$ cat src/rtl/muldiv_unit.sv
// Iterative multiply/divide unit owning the HI/LO pair: one shift-add or restoring
// shift-subtract step per cycle. Optional macro MULDIV_EARLY_OUT_EN enables multiply early-out.
module muldiv_unit #(
    parameter int WIDTH = 32
) (
    input  logic             CLK,
    input  logic             Reset,
    input  logic             start,
    input  logic [1:0]       op,
    input  logic [WIDTH-1:0] ReadData1,
    input  logic [WIDTH-1:0] ReadData2,
    input  logic             hi_we,
    input  logic             lo_we,
    input  logic [WIDTH-1:0] wdata,
    output logic             busy,
    output logic             done,
    output logic             div_zero,
    output logic [WIDTH-1:0] hi,
    output logic [WIDTH-1:0] lo
);

    localparam int CW = $clog2(WIDTH);

    typedef enum logic [1:0] {IDLE = 2'd0, RUN = 2'd1, FIX = 2'd2} state_t;

    state_t               state_q, state_d;
    logic [CW-1:0]        cnt_q, cnt_d;
    // x: mult = shifted multiplicand; div = {partial remainder, dividend/quotient}
    logic [2*WIDTH-1:0]   x_q, x_d;
    logic [WIDTH-1:0]     y_q, y_d;
    logic [2*WIDTH-1:0]   p_q, p_d;
    logic                 is_div_q, is_div_d;
    logic                 qneg_q, qneg_d;
    logic                 rneg_q, rneg_d;
    logic                 done_q, done_d;
    logic                 dz_q, dz_d;
    logic [WIDTH-1:0]     hi_q, hi_d;
    logic [WIDTH-1:0]     lo_q, lo_d;

    logic                 a_sgn_s, b_sgn_s;
    logic [WIDTH-1:0]     a_mag_s, b_mag_s;
    logic [WIDTH:0]       rem_shift_s, diff_s;
    logic [2*WIDTH-1:0]   mul_res_s;
    logic [WIDTH-1:0]     quo_s, rem_s;

    assign busy     = (state_q != IDLE);
    assign done     = done_q;
    assign div_zero = dz_q;
    assign hi       = hi_q;
    assign lo       = lo_q;

    // Next-state, datapath step and HI/LO update selection
    always_comb begin
        state_d  = state_q;
        cnt_d    = cnt_q;
        x_d      = x_q;
        y_d      = y_q;
        p_d      = p_q;
        is_div_d = is_div_q;
        qneg_d   = qneg_q;
        rneg_d   = rneg_q;
        done_d   = 1'b0;
        dz_d     = dz_q;
        hi_d     = hi_q;
        lo_d     = lo_q;

        a_sgn_s     = ~op[0] & ReadData1[WIDTH-1];
        b_sgn_s     = ~op[0] & ReadData2[WIDTH-1];
        a_mag_s     = a_sgn_s ? (-ReadData1) : ReadData1;
        b_mag_s     = b_sgn_s ? (-ReadData2) : ReadData2;
        rem_shift_s = x_q[2*WIDTH-1:WIDTH-1];
        diff_s      = rem_shift_s - {1'b0, y_q};
        mul_res_s   = qneg_q ? (-p_q) : p_q;
        quo_s       = qneg_q ? (-x_q[WIDTH-1:0]) : x_q[WIDTH-1:0];
        rem_s       = rneg_q ? (-x_q[2*WIDTH-1:WIDTH]) : x_q[2*WIDTH-1:WIDTH];

        case (state_q)
            IDLE: begin
                if (hi_we) begin
                    hi_d = wdata;
                end else begin
                    hi_d = hi_q;
                end
                if (lo_we) begin
                    lo_d = wdata;
                end else begin
                    lo_d = lo_q;
                end
                if (start) begin
                    state_d  = RUN;
                    cnt_d    = '0;
                    is_div_d = op[1];
                    dz_d     = 1'b0;
                    p_d      = '0;
                    x_d      = {{WIDTH{1'b0}}, a_mag_s};
                    y_d      = b_mag_s;
                    qneg_d   = a_sgn_s ^ b_sgn_s;
                    rneg_d   = a_sgn_s;
                    if (op[1]) begin
                        if (ReadData2 == '0) begin
                            // FIX then emits hi = raw dividend, lo = all ones
                            dz_d    = 1'b1;
                            x_d     = {ReadData1, {WIDTH{1'b1}}};
                            qneg_d  = 1'b0;
                            rneg_d  = 1'b0;
                            state_d = FIX;
                        end else begin
                            state_d = RUN;
                        end
                    end else begin
                        rneg_d = 1'b0;
`ifdef MULDIV_EARLY_OUT_EN
                        if (b_mag_s == '0) begin
                            state_d = FIX;
                        end else begin
                            state_d = RUN;
                        end
`endif
                    end
                end else begin
                    state_d = IDLE;
                end
            end
            RUN: begin
                cnt_d = cnt_q + CW'(1);
                if (is_div_q) begin
                    if (!diff_s[WIDTH]) begin
                        x_d = {diff_s[WIDTH-1:0], x_q[WIDTH-2:0], 1'b1};
                    end else begin
                        x_d = {x_q[2*WIDTH-2:0], 1'b0};
                    end
                end else begin
                    if (y_q[0]) begin
                        p_d = p_q + x_q;
                    end else begin
                        p_d = p_q;
                    end
                    x_d = {x_q[2*WIDTH-2:0], 1'b0};
                    y_d = {1'b0, y_q[WIDTH-1:1]};
                end
                if (cnt_q == CW'(WIDTH - 1)) begin
                    state_d = FIX;
`ifdef MULDIV_EARLY_OUT_EN
                end else if (!is_div_q && (y_q[WIDTH-1:1] == '0)) begin
                    state_d = FIX;
`endif
                end else begin
                    state_d = RUN;
                end
            end
            FIX: begin
                state_d = IDLE;
                done_d  = 1'b1;
                if (is_div_q) begin
                    hi_d = rem_s;
                    lo_d = quo_s;
                end else begin
                    hi_d = mul_res_s[2*WIDTH-1:WIDTH];
                    lo_d = mul_res_s[WIDTH-1:0];
                end
            end
            default: begin
                state_d = IDLE;
            end
        endcase
    end

    // State and datapath registers with synchronous reset
    always_ff @(posedge CLK) begin
        if (Reset) begin
            state_q  <= IDLE;
            cnt_q    <= '0;
            x_q      <= '0;
            y_q      <= '0;
            p_q      <= '0;
            is_div_q <= 1'b0;
            qneg_q   <= 1'b0;
            rneg_q   <= 1'b0;
            done_q   <= 1'b0;
            dz_q     <= 1'b0;
            hi_q     <= '0;
            lo_q     <= '0;
        end else begin
            state_q  <= state_d;
            cnt_q    <= cnt_d;
            x_q      <= x_d;
            y_q      <= y_d;
            p_q      <= p_d;
            is_div_q <= is_div_d;
            qneg_q   <= qneg_d;
            rneg_q   <= rneg_d;
            done_q   <= done_d;
            dz_q     <= dz_d;
            hi_q     <= hi_d;
            lo_q     <= lo_d;
        end
    end

endmodule

$ cat config.mk
export PLATFORM = sky130hd
export DESIGN_NAME = muldiv_unit
export DESIGN_NICKNAME = d
export VERILOG_FILES = /design/src/rtl/muldiv_unit.sv
export SDC_FILE = /design/constraint.sdc
export NUM_CORES = 1
export LEC_CHECK = 0
export BUFFER_PORTS_ARGS = -buffer_cell sky130_fd_sc_hd__buf_2
export CELL_PAD_IN_SITES_DETAIL_PLACEMENT = 0
export CELL_PAD_IN_SITES_GLOBAL_PLACEMENT = 1
export CORE_MARGIN = 8
export CORE_UTILIZATION = 35
export CTS_CLUSTER_SIZE = 28
export DETAILED_ROUTE_END_ITERATION = 10
export PLACE_DENSITY_LB_ADDON = 0.1
export SYNTH_ARGS = -nofsm -noshare
export SYNTH_HDL_FRONTEND = slang
export SYNTH_SLANG_ARGS = --single-unit
$ cat constraint.sdc
create_clock -name CLK -period 5.8 [get_ports CLK]
set_clock_uncertainty 0.1 [all_clocks]
set_input_delay 1.16 -clock CLK [delete_from_list [all_inputs] [get_ports CLK]]
set_output_delay 1.16 -clock CLK [all_outputs]
set_load 0.02 [all_outputs]
==> results of run 1 <==
-- routing by layer --
| metal | vias up | GRT usage | routed length (um) |
|---|---|---|---|
| li1 | 10211 | - | - |
| met1 | 10228 | 0.344 | 38000 |
| met2 | 623 | 0.417 | 39100 |
| met3 | 152 | 0.0264 | 4140 |
| met4 | 0 | 0.0989 | 3830 |
| met5 | - | 0 | 0 |
-- through the flow --
stage | instances | hold WS, ns
finish | 3598 | 0.398
floorplan | 2754 | 0.350
global placement | 3540 | 0.372
global route | 3598 | 0.418
detailed placement | 3540 | 0.379
CTS | 3598 | 0.391
-- placed cells by master (no fill, tap or decap), drive strengths merged, types with 10 or more instances in the layout --
master and instances:
a211oi 81, xnor2 119, a311oi 36, or3 25
buf 217, nand3 72, o41ai 13, inv 82
clkbuf 45, o22ai 10, nand4 31, nor3 71
nand2 279, dfxtp 236, o21bai 19, xor2 95
a21o 57, a31oi 34, mux2i 17, nor2 327
a22oi 23, a21oi 304, o211ai 32, nor2b 20
o21a 15, nor4 24, or4 17, o21ai 211
and3 16, nand2b 23, ha 102, o31ai 49
a221oi 13
-- path summary, 6_finish.rpt --
check / cells past startpoint / slack (ns) / to
max: 14 / 1.49 / x_q[52]$_SDFFE_PP0P_
min: 2 / 0.40 / lo[0]$_SDFFE_PP0P_
max reg2reg: 14 / 1.49 / x_q[52]$_SDFFE_PP0P_
min reg2reg: 2 / 0.40 / lo[0]$_SDFFE_PP0P_
-- power groups by stage --
stage	logic [uW]	clock network (uW)	registers, uW
after floorplan	1010	0	1870
after global placement	1520	0	1890
after detailed placement	1520	0	1900
after CTS	1530	2080	1860
after global routing	1690	2140	1870
final	1540	2030	1860
-- registers in the layout (all words and copies together), names as in the netlist --
| signal | flops |
|---|---|
| is_div_q | 1 |
| cnt_q | 5 |
| x_q | 64 |
| done | 1 |
| div_zero | 1 |
| qneg_q | 1 |
| hi | 32 |
| p_q | 64 |
| state_q | 2 |
| rneg_q | 1 |
| y_q | 32 |
| lo | 32 |
-- worst max-delay path: cells and delay by family, from the launching register on --
family	cells	cell delay [ns]
flip-flops	1	0.57
AO/OA/AOI/OAI	6	1.42
buffers and inverters	3	0.82
adder cells (fa/ha/maj)	1	0.43
AND/OR/NAND/NOR	4	0.86
-- area by class of cell --
type	count	area share
clock buffers	45	0.0403
clock inverters	13	0.00707
inverters	80	0.0135
multi-input cells	2251	0.630
flip-flops and latches	236	0.212
well taps	756	0.0424
repair buffers	217	0.0544
-- cells by family (layout without fill, tap and decap cells) --
| kind of cell | after synthesis | in the layout | share of synthesized area |
|---|---|---|---|
| AO/OA/AOI/OAI | 964 | 964 | 0.309 |
| XOR/XNOR | 214 | 214 | 0.0948 |
| adder cells (fa/ha/maj) | 104 | 104 | 0.0666 |
| buffers and inverters | 267 | 355 | 0.0523 |
| flip-flops | 236 | 236 | 0.239 |
| multiplexers | 26 | 26 | 0.0172 |
| AND/OR/NAND/NOR | 943 | 943 | 0.222 |
==> impl_metrics.env, run 1 <==
export IMPL_core_mm2=0.0561
export IMPL_start_util=0.353
export IMPL_dp_slack_ns=1.05
export IMPL_path_max_fanout=43
export IMPL_die_h_um=254
export IMPL_fmax_mhz=232
export IMPL_critPathLaunch="x_q[32]$_SDFFE_PP0P_"
export IMPL_drive_gt1_frac=0.112
export IMPL_grtUsageTotal=0.256
export IMPL_p_leak_uw=0.00910
export IMPL_postLayoutCellArea_mm2=0.0223
export IMPL_htreeDepth=1
export IMPL_ir_drop_v=0.000220
export IMPL_cp_cell_sequence="inv_1 > fa_1 > nor2b_1 > o21a_1 > o21ai_0 > a211oi_1 > o21ai_0 > and3_1 > nor3_2 > buf_4 > nand2_1 > inv_1 > a32oi_1 > a311oi_1"
export IMPL_hpwl_um=65100
export IMPL_p_sw_uw=1980
export IMPL_rsz0062_at_grt="false"
export IMPL_route_detailed_drc=0
export IMPL_fillers=5961
export IMPL_power_density_mw_per_mm2=244
export IMPL_yosys_warnings=0
export IMPL_fin_setup_tns_ns=0
export IMPL_drt_iter0_drc=1681
export IMPL_antenna_found_initial=1
export IMPL_drt_pass1_iterations=8
export IMPL_pwr_share_seq=0.342
export IMPL_finalHoldViolCount=0
export IMPL_synthDistinctLibCells=86
export IMPL_slowest_stage="dfxtp_1"
export IMPL_post_cts_buffers=0
export IMPL_cts_buffers=31
export IMPL_grt_pass1_vias=20016
export IMPL_yosys_cell_count_top_type="nor2_1"
export IMPL_hp_start="lo[0]$_SDFFE_PP0P_"
export IMPL_grt_pass1_wl_um=127000
export IMPL_yosys_most_used_dff="dfxtp_1"
export IMPL_diodes=0
export IMPL_io_pin_count=170
export IMPL_wl_per_cell_um=23.6
export IMPL_power_uw=5440
export IMPL_startpoint_type="flip-flop"
export IMPL_cts_root_buffer_cell="clkbuf_16"
export IMPL_yosys_area_top_type="dfxtp_1"
export IMPL_synth_edff_count=0
export IMPL_status="completed"
export IMPL_seq_area_mm2=0.00473
export IMPL_crit_type="flip-flop to flip-flop"
export IMPL_slew_headroom=0.152
export IMPL_place_area_mm2=0.0212
export IMPL_cpPeakStageDelay_ns=0.57
export IMPL_multi_input_area_mm2=0.0141
export IMPL_finalMaxSlewViolations=0
export IMPL_port_buffer_count=169
export IMPL_r2r_start="x_q[32]$_SDFFE_PP0P_"
export IMPL_area_growth_pct=12.8
export IMPL_critical_path_arrival_ns=4.72
export IMPL_syn_inst=2754
export IMPL_gp_congestion=0.919
export IMPL_viasPerCell=5.90
export IMPL_clkTransAtPathRegs_ns=0.06
export IMPL_synth_common_cells="nor2_1 (323), a21oi_1 (304), nand2_1 (279)"
export IMPL_netSwitchingFraction=0.365
export IMPL_grt_overflow=0
export IMPL_synth_area_leaders="dfxtp_1 (24%), a21oi_1 (7.7%), ha_1 (6.5%)"
export IMPL_cts_tree="yes"
export IMPL_syn_nets=2961
export IMPL_synth_area_per_cell_um2=7.18
export IMPL_cts_repair_resized=0
export IMPL_cts_max_path_buffers=3
export IMPL_clockPowerShare=0.374
export IMPL_postCtsHoldBufs=0
export IMPL_routed_wl_um=85100
export IMPL_die_x_um=254
export IMPL_grt_max_degree=85
export IMPL_fin_ws_ns=1.49
export IMPL_clkSinkCount=236
export IMPL_critPathRequiredTime_ns=6.21
export IMPL_synth_area_mm2=0.0198
export IMPL_async_reset_ff_frac=0
export IMPL_hold_path_class="flip-flop to flip-flop"
export IMPL_final_min_clock_period_ns=4.31
export IMPL_synth_seq_area_share=0.239
export IMPL_dieArea_mm2=0.0643
export IMPL_maxCapViolations=0
export IMPL_synth_top_area_frac=0.239
export IMPL_period_share=0.744
export IMPL_synth_seq_cells=236
export IMPL_clk_latency_ns=0.61
export IMPL_utilization=0.398
export IMPL_final_nets=3024
export IMPL_fp_row_count=87
export IMPL_tightestPinTransition_ns=1.27
export IMPL_p_comb_frac=0.284
export IMPL_crit_path_end_kind="flip-flop"
export IMPL_p_int_uw=3450
export IMPL_num_vias=21214
export IMPL_drtAntennaViolNets=0
export IMPL_setup_viol=0
No activity file was read; power rests on OpenSTA's default activity.
==> inputs of run 2 (changes only) <==
- clock period: 5.8 -> 3.8 ns (I/O delays scaled with it)
==> run 2 against run 1 <==
Net effect: setup slack worse by 1.4 ns; sequential cell count unchanged; maximum frequency grew 17%; sequential power rose by 49%; via count rose by 4.7%; first-iteration DRC count decreased by 3.9%; count of clock-buffer cells in the layout is 1 higher; die area unchanged; global-route usage is 1.9 points higher; clock power up 66%; largest cell class unchanged; largest power group unchanged; highest routed layer unchanged.
==> impl_metrics.env, run 2 (synthesized netlist as in run 1, its figures left out) <==
export IMPL_status="completed"
export IMPL_maxCapViolations=0
export IMPL_power_density_mw_per_mm2=364
export IMPL_die_x_um=254
export IMPL_setup_viol=0
export IMPL_cts_buffers=34
export IMPL_gp_congestion=0.974
export IMPL_cts_max_path_buffers=3
export IMPL_path_max_fanout=5
export IMPL_p_comb_frac=0.298
export IMPL_slowest_stage="dfxtp_1"
export IMPL_routed_wl_um=91400
export IMPL_ff2ff_setup_slack_ns=0.12
export IMPL_cpPeakStageDelay_ns=0.54
export IMPL_viasPerCell=5.83
export IMPL_dp_slack_ns=-0.0166
export IMPL_cts_root_buffer_cell="clkbuf_16"
export IMPL_pwr_share_seq=0.316
export IMPL_multi_input_area_mm2=0.0141
export IMPL_grt_pass1_vias=21211
export IMPL_dieArea_mm2=0.0643
export IMPL_clkTransAtPathRegs_ns=0.06
export IMPL_netSwitchingFraction=0.361
export IMPL_clkSinkCount=236
export IMPL_grt_pass1_wl_um=135000
export IMPL_tightestPinTransition_ns=0.955
export IMPL_most_common_layout_cells="nor2_1 (318), a21oi_1 (303), nand2_1 (279)"
export IMPL_path_delay_family="compound AO/OA/AOI/OAI gates"
export IMPL_clk_latency_ns=0.57
export IMPL_fin_cells=3806
export IMPL_crit_buf_inv=1
export IMPL_fmax_mhz=271
export IMPL_htreeDepth=2
export IMPL_clockPowerShare=0.385
export IMPL_core_mm2=0.0561
export IMPL_port_buffer_count=169
export IMPL_post_cts_buffers=0
export IMPL_finalMaxSlewViolations=0
export IMPL_p_sw_uw=3160
export IMPL_slew_headroom=0.361
export IMPL_wl_per_cell_um=24.0
export IMPL_seq_area_mm2=0.00473
export IMPL_die_h_um=254
export IMPL_grt_overflow=0
export IMPL_fillers=5912
export IMPL_cts_tree="yes"
export IMPL_antenna_found_initial=2
export IMPL_hpwl_um=72600
export IMPL_finalHoldViolCount=0
export IMPL_layout_commonest_cell="nor2_1"
export IMPL_drtAntennaViolNets=0
export IMPL_ir_drop_v=0.000361
export IMPL_crit_path_end_kind="flip-flop"
export IMPL_fin_ws_ns=0.117
export IMPL_final_nets=3232
export IMPL_area_growth_pct=21.6
export IMPL_drt_pass1_iterations=6
export IMPL_start_util=0.353
export IMPL_num_vias=22203
export IMPL_io_pin_count=170
export IMPL_holdWs_ns=0.394
export IMPL_hold_path_class="flip-flop to flip-flop"
export IMPL_top_regs="p_q: 64 flops, x_q: 64 flops"
export IMPL_grt_max_degree=140
export IMPL_crit_type="flip-flop to flip-flop"
export IMPL_route_detailed_drc=0
export IMPL_startpoint_type="flip-flop"
export IMPL_dp_cells=3745
export IMPL_postCtsHoldBufs=0
export IMPL_cts_repair_resized=0
export IMPL_grtUsageTotal=0.275
export IMPL_final_min_clock_period_ns=3.68
export IMPL_drt_iter0_drc=1616
export IMPL_p_int_uw=5590
export IMPL_period_share=0.969
export IMPL_cp_cell_sequence="ha_1 > a21oi_1 > o21ai_0 > a311oi_1 > o21ai_0 > a21oi_1 > o211a_1 > a31o_2 > o31ai_1 > buf_4 > a31oi_1 > xor2_1 > o21ai_1"
export IMPL_critPathRequiredTime_ns=4.14
export IMPL_drive_gt1_frac=0.176
export IMPL_fp_row_count=87
export IMPL_p_leak_uw=0.0102
export IMPL_critical_path_arrival_ns=4.03
-- run 2: cell count changes in the layout (fill, tap and decap cells not counted), moves of 3 or more --
cell        previous run  this run
buf_12                 0         3
buf_4                 48       249
clkbuf_16             31        36
clkinvlp_4             1         5
-- run 2: stage by stage --
| stage | instance area, um2 | setup TNS (ns) | util | power, uW |
|---|---|---|---|---|
| floorplan | 19800 | 0 | - | 4390 |
| global placement | 22800 | 0 | 0.407 | 5370 |
| detailed placement | 22800 | -0.0166 | 0.407 | 5380 |
| CTS | 24000 | 0 | 0.427 | 8790 |
| global route | 24000 | -0.000147 | 0.429 | 9160 |
| finish | 24000 | 0 | 0.429 | 8750 |
-- run 2: area by class of cell --
type | instances | share of cell area
multi-input combinational | 2251 | 0.587
timing repair buffer | 422 | 0.116
tap | 756 | 0.0394
clock inverter | 13 | 0.00651
sequential | 236 | 0.197
antenna | 2 | 0.000208
clock buffer | 46 | 0.0411
inverter | 80 | 0.0125
-- run 2: worst min-delay path: stages (launching register included) --
cell and delay, ns:
dfxtp_1 0.33, a21oi_1 0.06, nor2_1 0.07
-- run 2: metal layers --
layer / vias up / GRT usage / part of all wire
li1: 10630 / - / -
met1: 10708 / 0.346 / 0.43
met2: 715 / 0.466 / 0.47
met3: 150 / 0.0390 / 0.050
met4: 0 / 0.118 / 0.046
met5: - / 0 / 0
-- run 2: final timing paths --
check / start / end / cells after the start
worst max-delay path: x_q[15]$_SDFFE_PP0P_ / p_q[57]$_SDFFE_PP0P_ / 13
worst min register to register: div_zero$_SDFFE_PP0P_ / div_zero$_SDFFE_PP0P_ / 2
worst max register to register: x_q[15]$_SDFFE_PP0P_ / p_q[57]$_SDFFE_PP0P_ / 13
worst min-delay path: div_zero$_SDFFE_PP0P_ / div_zero$_SDFFE_PP0P_ / 2
-- run 2: power groups by stage --
stage | combinational [uW] | sequential (uW) | clock, uW
after floorplan | 1540 | 2860 | 0
after global placement | 2560 | 2820 | 0
after detailed placement | 2560 | 2820 | 0
after CTS | 2570 | 2770 | 3450
after global routing | 2840 | 2780 | 3540
final | 2610 | 2770 | 3370
